<file path="src/rtl/counter_pkg.sv">
// Shared constants for the free-running counter.
//   COUNTER_DEFAULT_WIDTH : width used when N is not overridden
//   COUNTER_MIN_WIDTH     : smallest legal N
//   COUNTER_MAX_WIDTH     : largest legal N
package counter_pkg;

  localparam int unsigned COUNTER_DEFAULT_WIDTH = 4;
  localparam int unsigned COUNTER_MIN_WIDTH     = 1;
  localparam int unsigned COUNTER_MAX_WIDTH     = 64;

endpackage : counter_pkg

</file>
<file path="src/rtl/counter.sv">
// Free-running N-bit binary up-counter with asynchronous active-low reset.
// Increments by one on every rising clock edge while out of reset and wraps
// modulo 2^N. No enable, load or direction control.
// Ports:
//   clock   : sole clock, rising edge active
//   reset_n : asynchronous active-low reset, clears the count immediately
//   cnt     : current count, driven straight from the state register
module counter
  import counter_pkg::*;
#(
  parameter int unsigned N = COUNTER_DEFAULT_WIDTH
) (
  input  logic         clock,
  input  logic         reset_n,
  output logic [N-1:0] cnt
);

  if ((N < COUNTER_MIN_WIDTH) || (N > COUNTER_MAX_WIDTH)) begin : g_bad_width
    $error("counter: N=%0d outside legal range %0d..%0d",
           N, COUNTER_MIN_WIDTH, COUNTER_MAX_WIDTH);
  end

  logic [N-1:0] cnt_q;
  logic [N-1:0] cnt_d;

  // Sum is kept to N bits so the all-ones value rolls over to zero.
  always_comb begin
    cnt_d = cnt_q + N'(1);
  end

  always_ff @(posedge clock or negedge reset_n) begin
    if (!reset_n) begin
      cnt_q <= '0;
    end else begin
      cnt_q <= cnt_d;
    end
  end

  assign cnt = cnt_q;

endmodule : counter

</file>
<file path="config.mk">
export PLATFORM = sky130hd
export DESIGN_NAME = counter
export DESIGN_NICKNAME = d
export VERILOG_FILES = /design/src/rtl/counter_pkg.sv /design/src/rtl/counter.sv
export SDC_FILE = /design/constraint.sdc
export NUM_CORES = 1
export LEC_CHECK = 0
export CAP_MARGIN = 20
export CORE_AREA = 2 2 39 41
export CTS_CLUSTER_DIAMETER = 40
export DETAILED_ROUTE_END_ITERATION = 16
export DIE_AREA = 0 0 41 43
export MAX_ROUTING_LAYER = met4
export PLACE_DENSITY_LB_ADDON = 0.12
export SKIP_LAST_GASP = 1
export SLEW_MARGIN = 30
export SYNTH_ARGS = -nofsm -noshare
export SYNTH_HDL_FRONTEND = slang
export SYNTH_SLANG_ARGS = --single-unit
</file>
<file path="constraint.sdc">
create_clock -name clock -period 2.55 [get_ports clock]
set_clock_uncertainty 0.05 [all_clocks]
set_input_delay 0.6375 -clock clock [delete_from_list [all_inputs] [get_ports clock]]
set_output_delay 0.6375 -clock clock [all_outputs]
set_load 0.005 [all_outputs]
</file>
==> results of run 1 <==
worst reg2reg max path: cells and delay by family, from the launching register on:
family,cells,cell delay (ns)
xor gates and xnor gates,1,0.14
adders and majority gates,1,0.22
DFF,1,0.41
through the flow:
stage | cell area (sq um) | hold WS (ns) | setup slack [ns] | cells
after detailed placement | 214.0 | 0.4194 | 0.9477 | 30
after global placement | 214.0 | 0.4096 | 0.9554 | 30
after CTS | 236.5 | 0.4280 | 0.6870 | 33
after floorplan | 143.9 | 0.2919 | 1.469 | 9
after global routing | 236.5 | 0.4417 | 0.6666 | 33
final | 236.5 | 0.4157 | 0.7096 | 33
cell type report:
| type | count | area, sq um |
|---|---|---|
| fillers | 151 | 1147 |
| flip-flops and latches | 4 | 100.1 |
| repair buffers | 5 | 50.05 |
| multi-input cells | 4 | 40.04 |
| clock buffers | 3 | 22.52 |
| well taps | 16 | 20.02 |
| inverters | 1 | 3.754 |
power breakdown:
group          internal, uW  switching (uW)  leakage (uW)
clock                  52.5            24.3     0.0000138
sequential             63.8               0     0.0000518
combinational          1.36            1.20     0.0000477
how the worst min path moves through the flow:
stage / cells past startpoint / endpoint / from / slack [ns]
floorplan: 0 / cnt[0] / reset_n / 0.29
global placement: 1 / cnt[3] / cnt[3] / 0.41
detailed placement: 1 / cnt[3] / cnt[3] / 0.42
CTS: 1 / cnt[3] / cnt[3] / 0.43
global route: 1 / cnt[3] / cnt[3] / 0.44
finish: 1 / cnt[3] / cnt[3] / 0.42
per-layer routing:
| metal | GRT usage (%) | up-vias | wire, microns |
|---|---|---|---|
| met3 | 1.571 | 0 | 10 |
| met2 | 5.313 | 3 | 157 |
| met5 | - | - | 0 |
| met1 | 3.548 | 46 | 88 |
| met4 | 10.00 | 0 | 0 |
| li1 | - | 46 | - |
layout by cell type (no fill, tap or decap):
cell and n:
sky130_fd_sc_hd__xnor2_1 1, sky130_fd_sc_hd__clkbuf_4 3, sky130_fd_sc_hd__xor2_1 1, sky130_fd_sc_hd__inv_1 1, sky130_fd_sc_hd__dfrtp_1 4, sky130_fd_sc_hd__ha_1 1
sky130_fd_sc_hd__nand3_2 1, sky130_fd_sc_hd__clkdlybuf4s50_1 5
logic make-up after synthesis:
| family | count (synthesis) |
|---|---|
| xor+xnor | 2 |
| simple gates | 1 |
| buf+inv | 1 |
| flops | 4 |
| fa+ha+maj | 1 |
==> metrics, run 1 <==
outcome=completed; post-CTS setup repair buffer count=0; global-route total usage across every layer=4.737%; asr flop ratio synth=100.0%; mapped cell area=about 140 sq um; power density over cell area=605.5 nW/um^2; Worst Path Arrival=1.15 ns; Post-Synth Adder-Cell Area=8.696%; worst hold path class=reg2reg; routed wire length per instance=7.727 microns; synthesized net count=12; achievable frequency=543.4 MHz; fraction of post-synthesis cell area in the top cell type by area=69.57%; Worst-Margin Slew=around 0.19 ns; LEAKAGE=0.0001133 uW; series of cell instances along the critical path=clkdlybuf4s50_1; clock tree from TritonCTS=built; clock tree sinks=4; detailed-routing iteration count for the pre-antenna-repair pass=2; register-to-register setup slack=1.61 ns; Root Buffer=sky130_fd_sc_hd__clkbuf_4; master of the slowest instance on the critical path=sky130_fd_sc_hd__clkdlybuf4s50_1; number of DRC markers after the initial detailed-route iteration=1; remaining antenna violation count=0; Avg Inst Size Synth=between 15 and 20 sq um; ports placed on the boundary=6; Diodes inserted=0; die area=1763 sq um; wire length of the first global-routing pass=434 microns; effective utilization at floorplan=10.40%; reg2reg path depth=2; worst reg2reg path endpoint=cnt[2]; Resized Gates After CTS=0; nature of the critical path endpoint=output pin; category of the critical setup timing path=reg2out; clock period minus final worst setup slack=1.840 ns; final cycle utilization of the critical path=72.17%; max-slew violation count=0; maxcap violations=0; Port Buf Inserts=5; Post-synth EDFFs=0; slowest cell delay on critical path=around 0.53 ns; residual overflow from global routing=0; Total Power Consumption=between 100 and 150 uW; number of library cell types mapped by synthesis=6; largest net degree at the start of global routing=5; Net count, final=22; via count of the first global-routing pass=about 110; most instantiated library cell after synthesis=sky130_fd_sc_hd__dfrtp_1; number of standard cells after synthesis=9; endpoint of the most critical setup path=cnt[0]; RSZ-0062 raised after global routing=no; # setup viols final=0; layout overhead on the synthesized area=64.35%; insertion delay of the later-clocked pin in the worst-skew pair=0.23 ns; part of the Yosys area used for sequential elements=69.57%; post-synthesis compound-gate area fraction=0%; clock slew at the register clock pins of the worst setup and hold paths=roughly 0.04 ns; RePlAce Congestion=0.5420; Hold Vio Cnt, Final=0; initial antenna violation count=0; data required time at the worst endpoint=1.86 ns; buffers plus inverters on the worst setup path=1; clk buf depth=2; largest area contributor in the netlist=sky130_fd_sc_hd__dfrtp_1; number of levels in the clock H-tree=1; max FFs per register=4; Post-synth top flop=sky130_fd_sc_hd__dfrtp_1; number of vias in the routed layout=95; total of flip-flops plus latches after synthesis=4; share of layout cells above drive strength 1=a little under a quarter; total wire length=255 microns; critical path peak fanout=4; CTS hold repair buffers=0; CTS Buf Count=3; main combinational cell family by area after synthesis=XOR/XNOR gates; remaining max-slew budget at the tightest pin=87.15%; area of the placeable core=1384 sq um; beginning of the worst register-to-register path=cnt[0]; sum of negative setup slack=0 ns; DR vias/cell=2.879; worst setup path start=cnt[0]; number of rows created at floorplan=14; most area-consuming cells after synthesis=sky130_fd_sc_hd__dfrtp_1 (70%), sky130_fd_sc_hd__ha_1 (8.7%), sky130_fd_sc_hd__nand3_2 (7.0%); Synth warnings=0; Util after Layout=17.09%; mux cell area share after synthesis=0%; Chip Height=43 microns; top cell family by delay on the critical path=buffers and inverters; XOR/XNOR share of the synthesized area=12.17%; number of logic stages on the critical path including buffering=1; sort of element at the start of the critical path=flop; simple-gate share of the synthesized area=6.957%; Residual DRC=0; width of the die=slightly above 40 microns; maximum vdd drop=0.1140 mV
Note: power is estimated with default switching activity, not from simulation.
==> run 2: changes to the inputs <==
clock period = 1.7 ns   (was 2.55 ns; I/O delays follow)
==> results of run 2 <==
Same layout as run 1 (identical final DEF). Status: completed.
Among the figures that moved: setup slack after placement 0.9477 ns -> 0.3102 ns; setup slack after layout 0.7096 ns -> 0.07207 ns; hold slack 0.4157 ns -> 0.3469 ns; register-to-register setup slack 1.61 ns -> 0.76 ns; total power 143.2 uW -> 214.8 uW; worst IR drop on VDD 0.1140 mV -> 0.1710 mV
==> run 3: changes to the inputs <==
CELL_PAD_IN_SITES_DETAIL_PLACEMENT = 0   (was not set)
CELL_PAD_IN_SITES_GLOBAL_PLACEMENT = 1   (was not set)
clock period = 1.8 ns   (was 1.7 ns; I/O delays follow)
==> run 3 against run 2 <==
First-iteration DRC count grew to 3.0 times the previous value. Power is 5.7% lower. Largest cell class unchanged. Sequential cell count stayed put. Register-to-register slack better by 0.10 ns. Wire length is 0.39% higher. Combinational power is 5.5% lower. Core utilization stayed put.
==> metrics, run 3 (synthesis results as in run 1) <==
outcome=completed; worst hold path class=in2async; sum of negative setup slack=0 ns (unchanged); RePlAce Congestion=0.6619 (+22%); Pint=166.8 uW; top cell family by delay on the critical path=buffers and inverters; clock slew at the register clock pins of the worst setup and hold paths=0.04 ns (about the same); post-CTS setup repair buffer count=0 (unchanged); master of the slowest instance on the critical path=sky130_fd_sc_hd__clkdlybuf4s50_1; category of the critical setup timing path=reg2out; data required time at the worst endpoint=1.30 ns; insertion delay of the later-clocked pin in the worst-skew pair=0.23 ns (about the same); achievable frequency=601.5 MHz; Worst-Margin Slew=0.1928 ns (+0.0005573 ns); number of levels in the clock H-tree=1 (unchanged); Worst Slack Setup Final=~0.14 ns; register-to-register setup slack=~0.86 ns; die area=1763 sq um (unchanged); Resized Gates After CTS=0 (unchanged); worst hold slack after final layout=0.3755 ns; clk buf depth=2 (unchanged); series of cell instances along the critical path=clkdlybuf4s50_1; critical path peak fanout=4 (unchanged); worst reg2reg path endpoint=cnt[2]; beginning of the worst register-to-register path=cnt[0]; remaining antenna violation count=0 (unchanged); Port Buf Inserts=5 (unchanged); sort of element at the start of the critical path=flop; maximum vdd drop=~0.29 mV; share of total power in sequential cells=44.7% (about the same); remaining max-slew budget at the tightest pin=87.11% (about the same); top library cells by usage in the layout, fill and taps aside=sky130_fd_sc_hd__clkdlybuf4s50_1 (5), sky130_fd_sc_hd__dfrtp_1 (4), sky130_fd_sc_hd__clkbuf_4 (3); slowest cell delay on critical path=0.53 ns (about the same); share of total power consumed by net switching=between 15 and 20%; max-slew violation count=0 (unchanged); largest net degree at the start of global routing=5 (unchanged); Residual DRC=0 (unchanged); number of rows created at floorplan=14 (unchanged); ports placed on the boundary=6 (unchanged); routed wire length per instance=7.758 microns (+0.39%); CTS hold repair buffers=0 (unchanged); Hold Vio Cnt, Final=0 (unchanged); worst setup path start=cnt[0]; via count of the first global-routing pass=100 (-11%); power density over cell area=856.3 nW/um^2; DR vias/cell=2.848 (-1.1%); nature of the critical path endpoint=output pin; final cycle utilization of the critical path=92.36%; residual overflow from global routing=0 (unchanged); Root Buffer=sky130_fd_sc_hd__clkbuf_4; clock tree from TritonCTS=built; CTS Buf Count=3 (unchanged); Diodes inserted=0 (unchanged); LEAKAGE=0.0001133 uW (unchanged); Net count, final=22 (unchanged); total net switching power=35.71 uW; area of the placeable core=1384 sq um (unchanged); total wire length=256 microns (+0.39%); initial antenna violation count=0 (unchanged); global-route total usage across every layer=4.634% (-0.10 points); clock period minus final worst setup slack=1.663 ns; relative contribution of the clock network to total power=53.5% (about the same); detailed-routing iteration count for the pre-antenna-repair pass=2 (unchanged); Worst Path Arrival=1.16 ns (about the same); most common cell after layout, fill and taps aside=sky130_fd_sc_hd__clkdlybuf4s50_1; logic gate share of total power=1.8% (about the same); # setup viols final=0 (unchanged); RSZ-0062 raised after global routing=no; share of layout cells above drive strength 1=23.53% (unchanged); Chip Height=43 microns (unchanged); wire length of the first global-routing pass=414 microns (-4.6%); total of fill cells in the finished design=156 (+3.3%); reg2reg path depth=2 (unchanged); clock tree sinks=4 (unchanged); buffers plus inverters on the worst setup path=1 (unchanged); effective utilization at floorplan=10.40% (unchanged); number of vias in the routed layout=94 (-1.1%); max FFs per register=4 (unchanged); width of the die=41 microns (unchanged); maxcap violations=0 (unchanged); number of DRC markers after the initial detailed-route iteration=3 (+2); worst slack after detailed placement=0.3825 ns; layout overhead on the synthesized area=64.35% (unchanged)
-- run 3: cell counts in the layout (fill, tap and decap cells not counted) --
No cell type changed its count.
-- run 3: layout make-up --
cell class	instances	area (sq um)	share of cell area, %
flip-flops and latches	4	100.1	42.33
repair buffers	5	50.05	21.16
multi-input cells	4	40.04	16.93
clock buffers	3	22.52	9.524
well taps	16	20.02	8.466
inverters	1	3.754	1.587
-- run 3: worst max-delay path by stage --
stage / to / slack (ns) / cells after the start
after floorplan: cnt[2] / 0.88 / 2
after global placement: cnt[0] / 0.37 / 1
after detailed placement: cnt[0] / 0.38 / 1
after CTS: cnt[0] / 0.13 / 1
after global routing: cnt[0] / 0.09 / 1
final: cnt[0] / 0.14 / 1
-- run 3: through the flow --
stage	power, uW	utilization [%]	std cells	instance area (sq um)
global route	216.9	17.09	33	236.5
floorplan	91.59	-	9	143.9
CTS	209.0	17.09	33	236.5
global placement	95.39	15.46	30	214.0
detailed placement	95.44	15.46	30	214.0
finish	202.5	17.09	33	236.5
-- run 3: layer usage --
layer	part of all wire [%]	global-route usage, %	vias to the layer above	routed length [microns]
met1	40	4.516	40	103
met4	2.3	2.000	0	6
li1	-	-	45	-
met5	0	-	-	0
met2	36	4.063	7	93
met3	20	7.853	2	52
-- run 3: power groups by stage --
stage          combinational [uW]  sequential, uW  clock (uW)
2_1_floorplan           0.0000292            91.6           0
3_3_place_gp                 3.83            91.6           0
3_5_place_dp                 3.88            91.6           0
4_1_cts                      3.88            90.4         115
5_1_grt                      4.20            90.3         122
6_report                     3.63            90.5         108
